$ cat src/rtl/t03_fetch_pkg.sv
// Shared types and constants for the t03 instruction fetch unit.
// T03_FETCH_PREFETCH_EN adds the prefetch states to fetch_state_t.
package t03_fetch_pkg;

    localparam int FETCH_ADDR_W = 32;
    localparam int FETCH_DATA_W = 32;

    localparam logic [1:0] WORD_OFS = 2'b00;

    typedef enum logic [2:0] {
        IDLE,
        REQ,
        FILL
`ifdef T03_FETCH_PREFETCH_EN
        ,
        PF_REQ,
        PF_FILL
`endif
    } fetch_state_t;

endpackage

$ cat src/rtl/t03_fetch_mem_port.sv
// Single-outstanding request/acknowledge read port to external memory.
// Holds mem_req/mem_addr until mem_ack, then captures the returned word.
module t03_fetch_mem_port
    import t03_fetch_pkg::*;
#(
    parameter int ADDR_W = FETCH_ADDR_W,
    parameter int DATA_W = FETCH_DATA_W
) (
    input  logic              clk,
    input  logic              rst,
    input  logic              start,
    input  logic [ADDR_W-1:0] start_addr,
    input  logic              mem_ack,
    input  logic [DATA_W-1:0] mem_rdata,
    output logic              mem_req,
    output logic [ADDR_W-1:0] mem_addr,
    output logic [DATA_W-1:0] rdata,
    output logic              done
);

    // An ack only counts while a request is actually outstanding.
    assign done = mem_req & mem_ack;

    always_ff @(posedge clk) begin
        if (!rst) begin
            mem_req  <= 1'b0;
            mem_addr <= '0;
            rdata    <= '0;
        end else if (done) begin
            mem_req <= 1'b0;
            rdata   <= mem_rdata;
        end else if (start && !mem_req) begin
            mem_req  <= 1'b1;
            mem_addr <= {start_addr[ADDR_W-1:2], WORD_OFS};
        end
    end

endmodule

$ cat src/rtl/t03_fetch_unit.sv
// Instruction fetch controller: cache lookup, miss fill from memory.
// Define T03_FETCH_PREFETCH_EN to prefetch next_pc while idle.
module t03_fetch_unit
    import t03_fetch_pkg::*;
#(
    parameter int ADDR_W = FETCH_ADDR_W,
    parameter int DATA_W = FETCH_DATA_W
) (
    input  logic              clk,
    input  logic              rst,
    input  logic [ADDR_W-1:0] pc,
    input  logic [ADDR_W-1:0] next_pc,
    input  logic              stall_in,
    output logic [ADDR_W-1:0] cache_addr,
    output logic [ADDR_W-1:0] cache_next_addr,
    input  logic              cache_hit,
    input  logic              cache_next_hit,
    input  logic [DATA_W-1:0] cache_rdata,
    output logic              cache_fill,
    output logic [DATA_W-1:0] cache_wdata,
    output logic              mem_req,
    output logic [ADDR_W-1:0] mem_addr,
    input  logic              mem_ack,
    input  logic [DATA_W-1:0] mem_rdata,
    output logic [DATA_W-1:0] instr,
    output logic              instr_valid,
    output logic              fetch_stall
);

    fetch_state_t      state_q;
    fetch_state_t      state_d;
    logic [ADDR_W-1:0] req_addr;
    logic              latch_req;
    logic              start;
    logic [ADDR_W-1:0] start_addr;
    logic [DATA_W-1:0] port_data;
    logic              port_done;

`ifdef T03_FETCH_PREFETCH_EN
    logic [ADDR_W-1:0] pf_addr;
    logic              latch_pf;
    logic              pf_go;

    assign pf_go = !stall_in && !cache_next_hit &&
                   (next_pc[ADDR_W-1:2] != pc[ADDR_W-1:2]);
`else
    logic unused_inputs;

    assign unused_inputs = ^{stall_in, cache_next_hit};
`endif

    assign cache_next_addr = next_pc;
    assign fetch_stall     = !instr_valid;

    t03_fetch_mem_port #(
        .ADDR_W(ADDR_W),
        .DATA_W(DATA_W)
    ) u_mem_port (
        .clk       (clk),
        .rst       (rst),
        .start     (start),
        .start_addr(start_addr),
        .mem_ack   (mem_ack),
        .mem_rdata (mem_rdata),
        .mem_req   (mem_req),
        .mem_addr  (mem_addr),
        .rdata     (port_data),
        .done      (port_done)
    );

    always_ff @(posedge clk) begin
        if (!rst) begin
            state_q  <= IDLE;
            req_addr <= '0;
`ifdef T03_FETCH_PREFETCH_EN
            pf_addr  <= '0;
`endif
        end else begin
            state_q <= state_d;
            if (latch_req) begin
                req_addr <= pc;
            end
`ifdef T03_FETCH_PREFETCH_EN
            if (latch_pf) begin
                pf_addr <= next_pc;
            end
`endif
        end
    end

    // Outputs are held at their reset values while rst is low.
    always_comb begin
        state_d     = state_q;
        latch_req   = 1'b0;
        start       = 1'b0;
        start_addr  = pc;
        cache_addr  = pc;
        cache_fill  = 1'b0;
        cache_wdata = '0;
        instr       = '0;
        instr_valid = 1'b0;
`ifdef T03_FETCH_PREFETCH_EN
        latch_pf    = 1'b0;
`endif
        if (rst) begin
            unique case (state_q)
                IDLE: begin
                    if (cache_hit) begin
                        instr       = cache_rdata;
                        instr_valid = 1'b1;
`ifdef T03_FETCH_PREFETCH_EN
                        if (pf_go) begin
                            state_d    = PF_REQ;
                            start      = 1'b1;
                            start_addr = next_pc;
                            latch_pf   = 1'b1;
                        end
`endif
                    end else begin
                        state_d   = REQ;
                        start     = 1'b1;
                        latch_req = 1'b1;
                    end
                end
                REQ: begin
                    if (port_done) begin
                        state_d = FILL;
                    end
                end
                FILL: begin
                    cache_addr  = req_addr;
                    cache_fill  = 1'b1;
                    cache_wdata = port_data;
                    instr       = port_data;
                    instr_valid = (pc[ADDR_W-1:2] == req_addr[ADDR_W-1:2]);
                    state_d     = IDLE;
                end
`ifdef T03_FETCH_PREFETCH_EN
                PF_REQ: begin
                    if (port_done) begin
                        state_d = PF_FILL;
                    end
                end
                PF_FILL: begin
                    cache_addr  = pf_addr;
                    cache_fill  = 1'b1;
                    cache_wdata = port_data;
                    state_d     = IDLE;
                end
`endif
                default: begin
                    state_d = IDLE;
                end
            endcase
        end
    end

endmodule

$ cat config.mk
export PLATFORM = sky130hd
export DESIGN_NAME = t03_fetch_unit
export DESIGN_NICKNAME = d
export VERILOG_FILES = /design/src/rtl/t03_fetch_pkg.sv /design/src/rtl/t03_fetch_mem_port.sv /design/src/rtl/t03_fetch_unit.sv
export SDC_FILE = /design/constraint.sdc
export NUM_CORES = 1
export LEC_CHECK = 0
export ABC_AREA = 1
export CORE_ASPECT_RATIO = 0.7
export CORE_MARGIN = 2
export CORE_UTILIZATION = 42
export DETAILED_ROUTE_END_ITERATION = 7
export HOLD_SLACK_MARGIN = 0.08
export PLACE_DENSITY = 0.86
export SLEW_MARGIN = 25
export SYNTH_ARGS = -nofsm -noshare
export SYNTH_HDL_FRONTEND = slang
export SYNTH_HIERARCHICAL = 1
export SYNTH_SLANG_ARGS = --single-unit
$ cat constraint.sdc
create_clock -name clk -period 3 [get_ports clk]
set_input_delay 0.6 -clock clk [delete_from_list [all_inputs] [get_ports clk]]
set_output_delay 0.6 -clock clk [all_outputs]
set_load 0.005 [all_outputs]
==> results of run 1 <==
## synth_stat cells, drive strengths merged
cell type	instances	share of area [%]
nand2	178	12
nor2	175	12
inv	104	7.2
dfxtp	97	36
o21ai	96	8.9
a21oi	65	6.0
nand3	63	5.8
buf	61	7.2
clkbuf	27	2.0
xnor2	8	1.3
a211oi	1	0.14
conb	1	0.070
nand4	1	0.12
nor3	1	0.30
o22ai	1	0.12
## stage by stage
stage / setup slack, ns / total power [W] / hold slack (ns)
floorplan: 1.090 / 0.001878 / 0.4553
global placement: -0.1328 / 0.002245 / 0.4621
detailed placement: -0.1368 / 0.002261 / 0.4719
CTS: 0.1252 / 0.003406 / 0.4858
global route: -0.008584 / 0.003566 / 0.5068
finish: 0.1468 / 0.003386 / 0.4838
## flip-flops by register name, summed over array words and instances (netlist names)
register,cells
u_mem_port/mem_addr,30
state_q,2
u_mem_port/mem_req,1
req_addr,32
u_mem_port/rdata,32
## cells by family after synthesis
family | count (synthesis) | synth area share, %
AND/OR/NAND/NOR | 418 | 31.01
XOR/XNOR | 8 | 1.299
buffers and inverters | 192 | 16.44
AO/OA/AOI/OAI | 163 | 15.19
other | 1 | 0.06951
flip-flops | 97 | 35.99
## metal layers
layer  part of all wire [%]  wire length (um)  up-vias
met5                      0                 0        -
met3                    9.2              1565       14
met1                     46              7803     2718
met2                     44              7574      226
met4                   0.85               146        0
li1                       -                 -     3074
## worst min-delay path by stage
stage                                               startpoint                                   end  slack (ns)  cells after the start
final                     u_mem_port/mem_addr[18]$_SDFFE_PN0P_  u_mem_port/mem_addr[18]$_SDFFE_PN0P_        0.48                      2
after global routing       u_mem_port/mem_addr[5]$_SDFFE_PN0P_   u_mem_port/mem_addr[5]$_SDFFE_PN0P_        0.51                      2
after CTS                 u_mem_port/mem_addr[18]$_SDFFE_PN0P_  u_mem_port/mem_addr[18]$_SDFFE_PN0P_        0.49                      2
after detailed placement     u_mem_port/rdata[29]$_SDFFE_PN0P_     u_mem_port/rdata[29]$_SDFFE_PN0P_        0.47                      2
after global placement    u_mem_port/mem_addr[18]$_SDFFE_PN0P_  u_mem_port/mem_addr[18]$_SDFFE_PN0P_        0.46                      2
after floorplan              u_mem_port/rdata[24]$_SDFFE_PN0P_     u_mem_port/rdata[24]$_SDFFE_PN0P_        0.46                      2
## where the power goes
group	internal [W]	switching, W
logic	0.000409	0.000369
clock network	0.000646	0.000503
registers	0.00139	0.0000705
## critical path: cells and delay by family
| family | cells | cell delay, ns |
|---|---|---|
| AO/OA/AOI/OAI | 1 | 0.15 |
| buffers and inverters | 4 | 0.93 |
| AND/OR/NAND/NOR | 7 | 0.57 |
## final cells by class
type	count	area, um2	area share (%)
timing repair buffer	265	2609	32.51
multi-input combinational	591	2589	32.26
sequential	97	1942	24.20
inverter	104	390.4	4.864
clock buffer	9	225.2	2.806
tap	162	202.7	2.526
clock inverter	6	67.56	0.8419
## repair_timing
item,CTS,global route
pin swaps,0,1
resized for setup,2,6
endpoints found under the setup margin,2,2
==> impl_metrics.ini, run 1 <==
[status]
status = finished, final reports clean

[clock_tree]
numCtsBuffers = 9
post_cts_buffers = 0
clkTransAtPathRegs_ns = 0.06
cts-root-buf = sky130_fd_sc_hd__clkbuf_16
clock_tree.buffer_depth = 2
cts-hold-fix-buffers = 0
htree_num_levels = 3
cts_sinks = 97
clk_latency_ns = 0.34
tritoncts_clock_tree = done

[finish]
post-route-cell-area_um2 = 8025
layout.nets = 1202
area.growth.synth_to_final_pct = 48.75
most_common_library_cell_in_the_layout_ignoring_fill_and_taps = sky130_fd_sc_hd__clkdlybuf4s50_1
layout.cells.most_common_list = sky130_fd_sc_hd__clkdlybuf4s50_1, sky130_fd_sc_hd__nand2_1, sky130_fd_sc_hd__nor2_1, sky130_fd_sc_hd__inv_1, sky130_fd_sc_hd__dfxtp_1
fraction_of_final_layout_cells_with_drive_strength_greater_than_1_pct = 5.970
n_fill_cell = 1156
final_cells = 1234
n_antenna_cell = 0
finalCoreUtilization_pct = 64.38

[floorplanning]
chipWidth_um = 139.5
io_pins = 298
fp.coreArea_um2 = 12460
placementRows = 34
die_h_um = 98.83
starting_utilization_of_the_core_area_pct = 43.28
die_area_um2 = 13780

[worst_setup_path]
critical_path.startpoint = pc[9]
required_ns = 2.40
cp_max_fo = 3
cpMostUsedCell = sky130_fd_sc_hd__nand2_1
crit_arrival_ns = 2.25
r2r_setup_slack_ns = 1.08
criticalPathCategory = input port to primary output
crit_slowest_cell = sky130_fd_sc_hd__clkdlybuf4s50_1
crit_path_end_kind = primary output
crit_path_max_incr_delay_ns = 0.53
worst_setup_path_endpoint = instr_valid
worst_r2r_path_depth = 4
worstPathCellList = clkdlybuf4s50_1, inv_1, nand2_1, nand2_1, inv_1, nand2_1, nor2_1, nand2_1, nor2_2, nand2_2, a21oi_2, clkdlybuf4s15_1
r2r-start = u_mem_port/mem_req$_SDFFE_PP0P_
critical_path.reg2reg.endpoint = u_mem_port/mem_addr[17]$_SDFFE_PN0P_
worst_setup_path_start_kind = input port

[detailed_routing]
drc_markers = 0
routed_wire_length_per_instance_um = 13.85
vias_per_cell = 4.888
ant_nets = 0
wirelength_um = 17090
drt_iter0_markers = 294
dr_total_vias = 6032
drt-pass1-iter-count = 4

[sta]
final_max_tran_viols = 0
tightestPinTransition_ns = 0.9895
final_critical_path_required_period_ns = 2.853
report.final.hold_viol_count = 0
timing.setup.tns_ns = 0
post-route-period-util_pct = 95.11
finalSetupViolCount = 0
max_clock_freq_mhz = 350.5
fin_worst_skew_ns = 0.006722
worst_relative_slew_slack_pct = 33.63

[place]
detailed_place.area_um2 = 7720
dpl.hpwl_um = 12350
port-buffer-count = 229
place.gp.congestion = 0.8228
numPlacedInstances = 1219

[global_route]
gr-usage-met3_pct = 8.844
globalRouteMet1Util_pct = 32.85
grt_max_degree = 96
global_routing_met2_resource_utilization_pct = 38.65
initial_antenna_violation_count = 0
grt_pass1_vias = 5551
globalRoute.busiestLayer = met2
globalRouteOverflowTotal = 0
first_pass_grt_wire_length_um = 27370
track_usage_pct = 24.54

[pwr]
cellLeakagePower_nw = 3.384
irDropWorstVdd_mv = 0.2738
total_power_per_unit_cell_area_nw_per_um2 = 421.9

[yosys]
post_synth.cell_area_avg_um2 = 6.138
syn_area_um2 = 5395
synthDistinctLibCells = 21
ys_seq_elements = 97
postSynthCellCount = 879
synth.yosys.warnings = 6
synth_seq_area_share_pct = 35.99

[flow_run]
drv.max_cap_violation_count = 0

[worst_hold_path]
worstHoldPathType = register to register
Note: power is estimated with default switching activity, not from simulation.
==> inputs of run 2 (changes only) <==
--- a/config.mk
+++ b/config.mk
@@ -8,10 +8,12 @@
 export ABC_AREA = 1
 export CORE_ASPECT_RATIO = 0.7
 export CORE_MARGIN = 2
-export CORE_UTILIZATION = 42
+export CORE_UTILIZATION = 40
+export CTS_CLUSTER_SIZE = 8
 export DETAILED_ROUTE_END_ITERATION = 7
+export GPL_ROUTABILITY_DRIVEN = 0
 export HOLD_SLACK_MARGIN = 0.08
-export PLACE_DENSITY = 0.86
+export PLACE_DENSITY = 0.83
 export SLEW_MARGIN = 25
 export SYNTH_ARGS = -nofsm -noshare
 export SYNTH_HDL_FRONTEND = slang
==> impl_metrics.ini, run 2 (synthesis gave the netlist of run 1 again) <==
[sta]
post-route-period-util_pct = 95.32
final_critical_path_required_period_ns = 2.860
max_clock_freq_mhz = 349.7
grt_setup_unrepaired = no
final_max_tran_viols = 0
report.final.hold_viol_count = 0
worst_relative_slew_slack_pct = 41.07
tightestPinTransition_ns = 0.8840
fin_worst_skew_ns = 0.01063
finalSetupViolCount = 0

[global_route]
grt_max_degree = 96
grt_pass1_vias = 5293
globalRouteOverflowTotal = 0
track_usage_pct = 22.75
initial_antenna_violation_count = 0
first_pass_grt_wire_length_um = 26190

[worst_setup_path]
critical_path_cell_count = 5
crit_path_end_kind = primary output
worst_setup_path_start_kind = input port
path_delay_family = buffers and inverters
cp_max_fo = 34
criticalPathCategory = input port to primary output
cpMostUsedCell = sky130_fd_sc_hd__clkdlybuf4s50_1
worstPathCellList = clkdlybuf4s50_1, buf_12, nand3_1, a21oi_1, clkdlybuf4s50_1
crit_path_max_incr_delay_ns = 0.56
worst_r2r_path_depth = 8
crit_slowest_cell = sky130_fd_sc_hd__clkdlybuf4s50_1
cp.buffers_inverters = 3
crit_arrival_ns = 2.26
required_ns = 2.40

[detailed_routing]
drt_iter0_markers = 303
ant_nets = 0
drc_markers = 0
dr_total_vias = 5950
drt-pass1-iter-count = 5
wirelength_um = 17090
vias_per_cell = 4.733
routed_wire_length_per_instance_um = 13.59

[clock_tree]
cts-root-buf = sky130_fd_sc_hd__clkbuf_16
tritoncts_clock_tree = done
post_cts_buffers = 0
clk_latency_ns = 0.34
clock_tree.buffer_depth = 2
cts_sinks = 97
clkTransAtPathRegs_ns = 0.07
numCtsBuffers = 9
htree_num_levels = 3

[floorplanning]
fp.coreArea_um2 = 13180
placementRows = 35
starting_utilization_of_the_core_area_pct = 40.93
io_pins = 298
chipWidth_um = 142.8
die_h_um = 101.2
die_area_um2 = 14450

[flow_run]
drv.max_cap_violation_count = 0

[place]
detailed_place.area_um2 = 7729
numPlacedInstances = 1241
dpl.hpwl_um = 12310
port-buffer-count = 229

[finish]
fraction_of_final_layout_cells_with_drive_strength_greater_than_1_pct = 5.690
post-route-cell-area_um2 = 8036
most_common_library_cell_in_the_layout_ignoring_fill_and_taps = sky130_fd_sc_hd__clkdlybuf4s50_1
n_antenna_cell = 0
layout.nets = 1201
final_cells = 1257
area.growth.synth_to_final_pct = 48.96
layout.cells.most_common_list = sky130_fd_sc_hd__clkdlybuf4s50_1, sky130_fd_sc_hd__nand2_1, sky130_fd_sc_hd__nor2_1, sky130_fd_sc_hd__inv_1, sky130_fd_sc_hd__dfxtp_1
reg.largest.list = req_addr x32, u_mem_port/rdata x32, u_mem_port/mem_addr x30

[pwr]
cellLeakagePower_nw = 3.422
irDropWorstVdd_mv = 0.2700
total_power_per_unit_cell_area_nw_per_um2 = 416.9

[worst_hold_path]
worst_hold_path.num_cells = 2
worstHoldPathType = register to register

[status]
status = finished, final reports clean
-- run 2: area by class of cell --
| cell class | instances | area, um2 |
|---|---|---|
| clock buffers | 11 | 252.7 |
| clock inverters | 5 | 38.79 |
| fillers | 1228 | 5145 |
| inverters | 104 | 390.4 |
| multi-input cells | 591 | 2580 |
| flip-flops and latches | 97 | 1942 |
| well taps | 185 | 231.5 |
| repair buffers | 264 | 2601 |
-- run 2: worst min-delay path, delay by kind of cell (launching register included) --
family,cells,cell delay [ns]
flip-flops,1,0.33
AND/OR/NAND/NOR,2,0.12
-- run 2: per-stage QoR --
step	hold WS [ns]	setup TNS (ns)	worst slack (ns)	power [W]	util (%)
final	0.4806	0	0.1405	0.003350	60.97
after global routing	0.5022	0	0.04836	0.003538	60.97
after CTS	0.4864	0	0.04918	0.003387	60.84
after detailed placement	0.4709	-0.07207	-0.07207	0.002258	58.63
after global placement	0.4623	-0.04391	-0.04391	0.002241	58.63
after floorplan	0.4553	0	1.090	0.001878	-
-- run 2: where the power goes --
part / internal, W / switching [W] / total (W)
sequential: 0.00139 / 0.0000689 / 0.00146
combinational: 0.000405 / 0.000369 / 0.000774
clock: 0.000613 / 0.000507 / 0.00112
total: 0.00241 / 0.000944 / 0.00335
-- run 2: path summary, 6_finish.rpt --
path | from | end | slack [ns]
hold reg to reg | u_mem_port/mem_addr[17]$_SDFFE_PN0P_ | u_mem_port/mem_addr[17]$_SDFFE_PN0P_ | 0.48
setup reg to reg | state_q[1]$_SDFFE_PN0P_ | u_mem_port/mem_addr[12]$_SDFFE_PN0P_ | 1.41
hold / removal | u_mem_port/mem_addr[17]$_SDFFE_PN0P_ | u_mem_port/mem_addr[17]$_SDFFE_PN0P_ | 0.48
setup / recovery | cache_hit | instr[21] | 0.14
-- run 2: per-layer routing --
metal  part of all wire, %  global-route usage [%]
met5                     0                       0
met4                  0.66                   4.265
met3                   7.9                   7.045
met2                    44                   35.10
met1                    47                   31.80
-- run 2: what timing repair did --
item	in CTS	in global routing
hold buffers	0	0
gates resized for setup	1	7
setup endpoints to repair	1	1
pin swaps	0	1
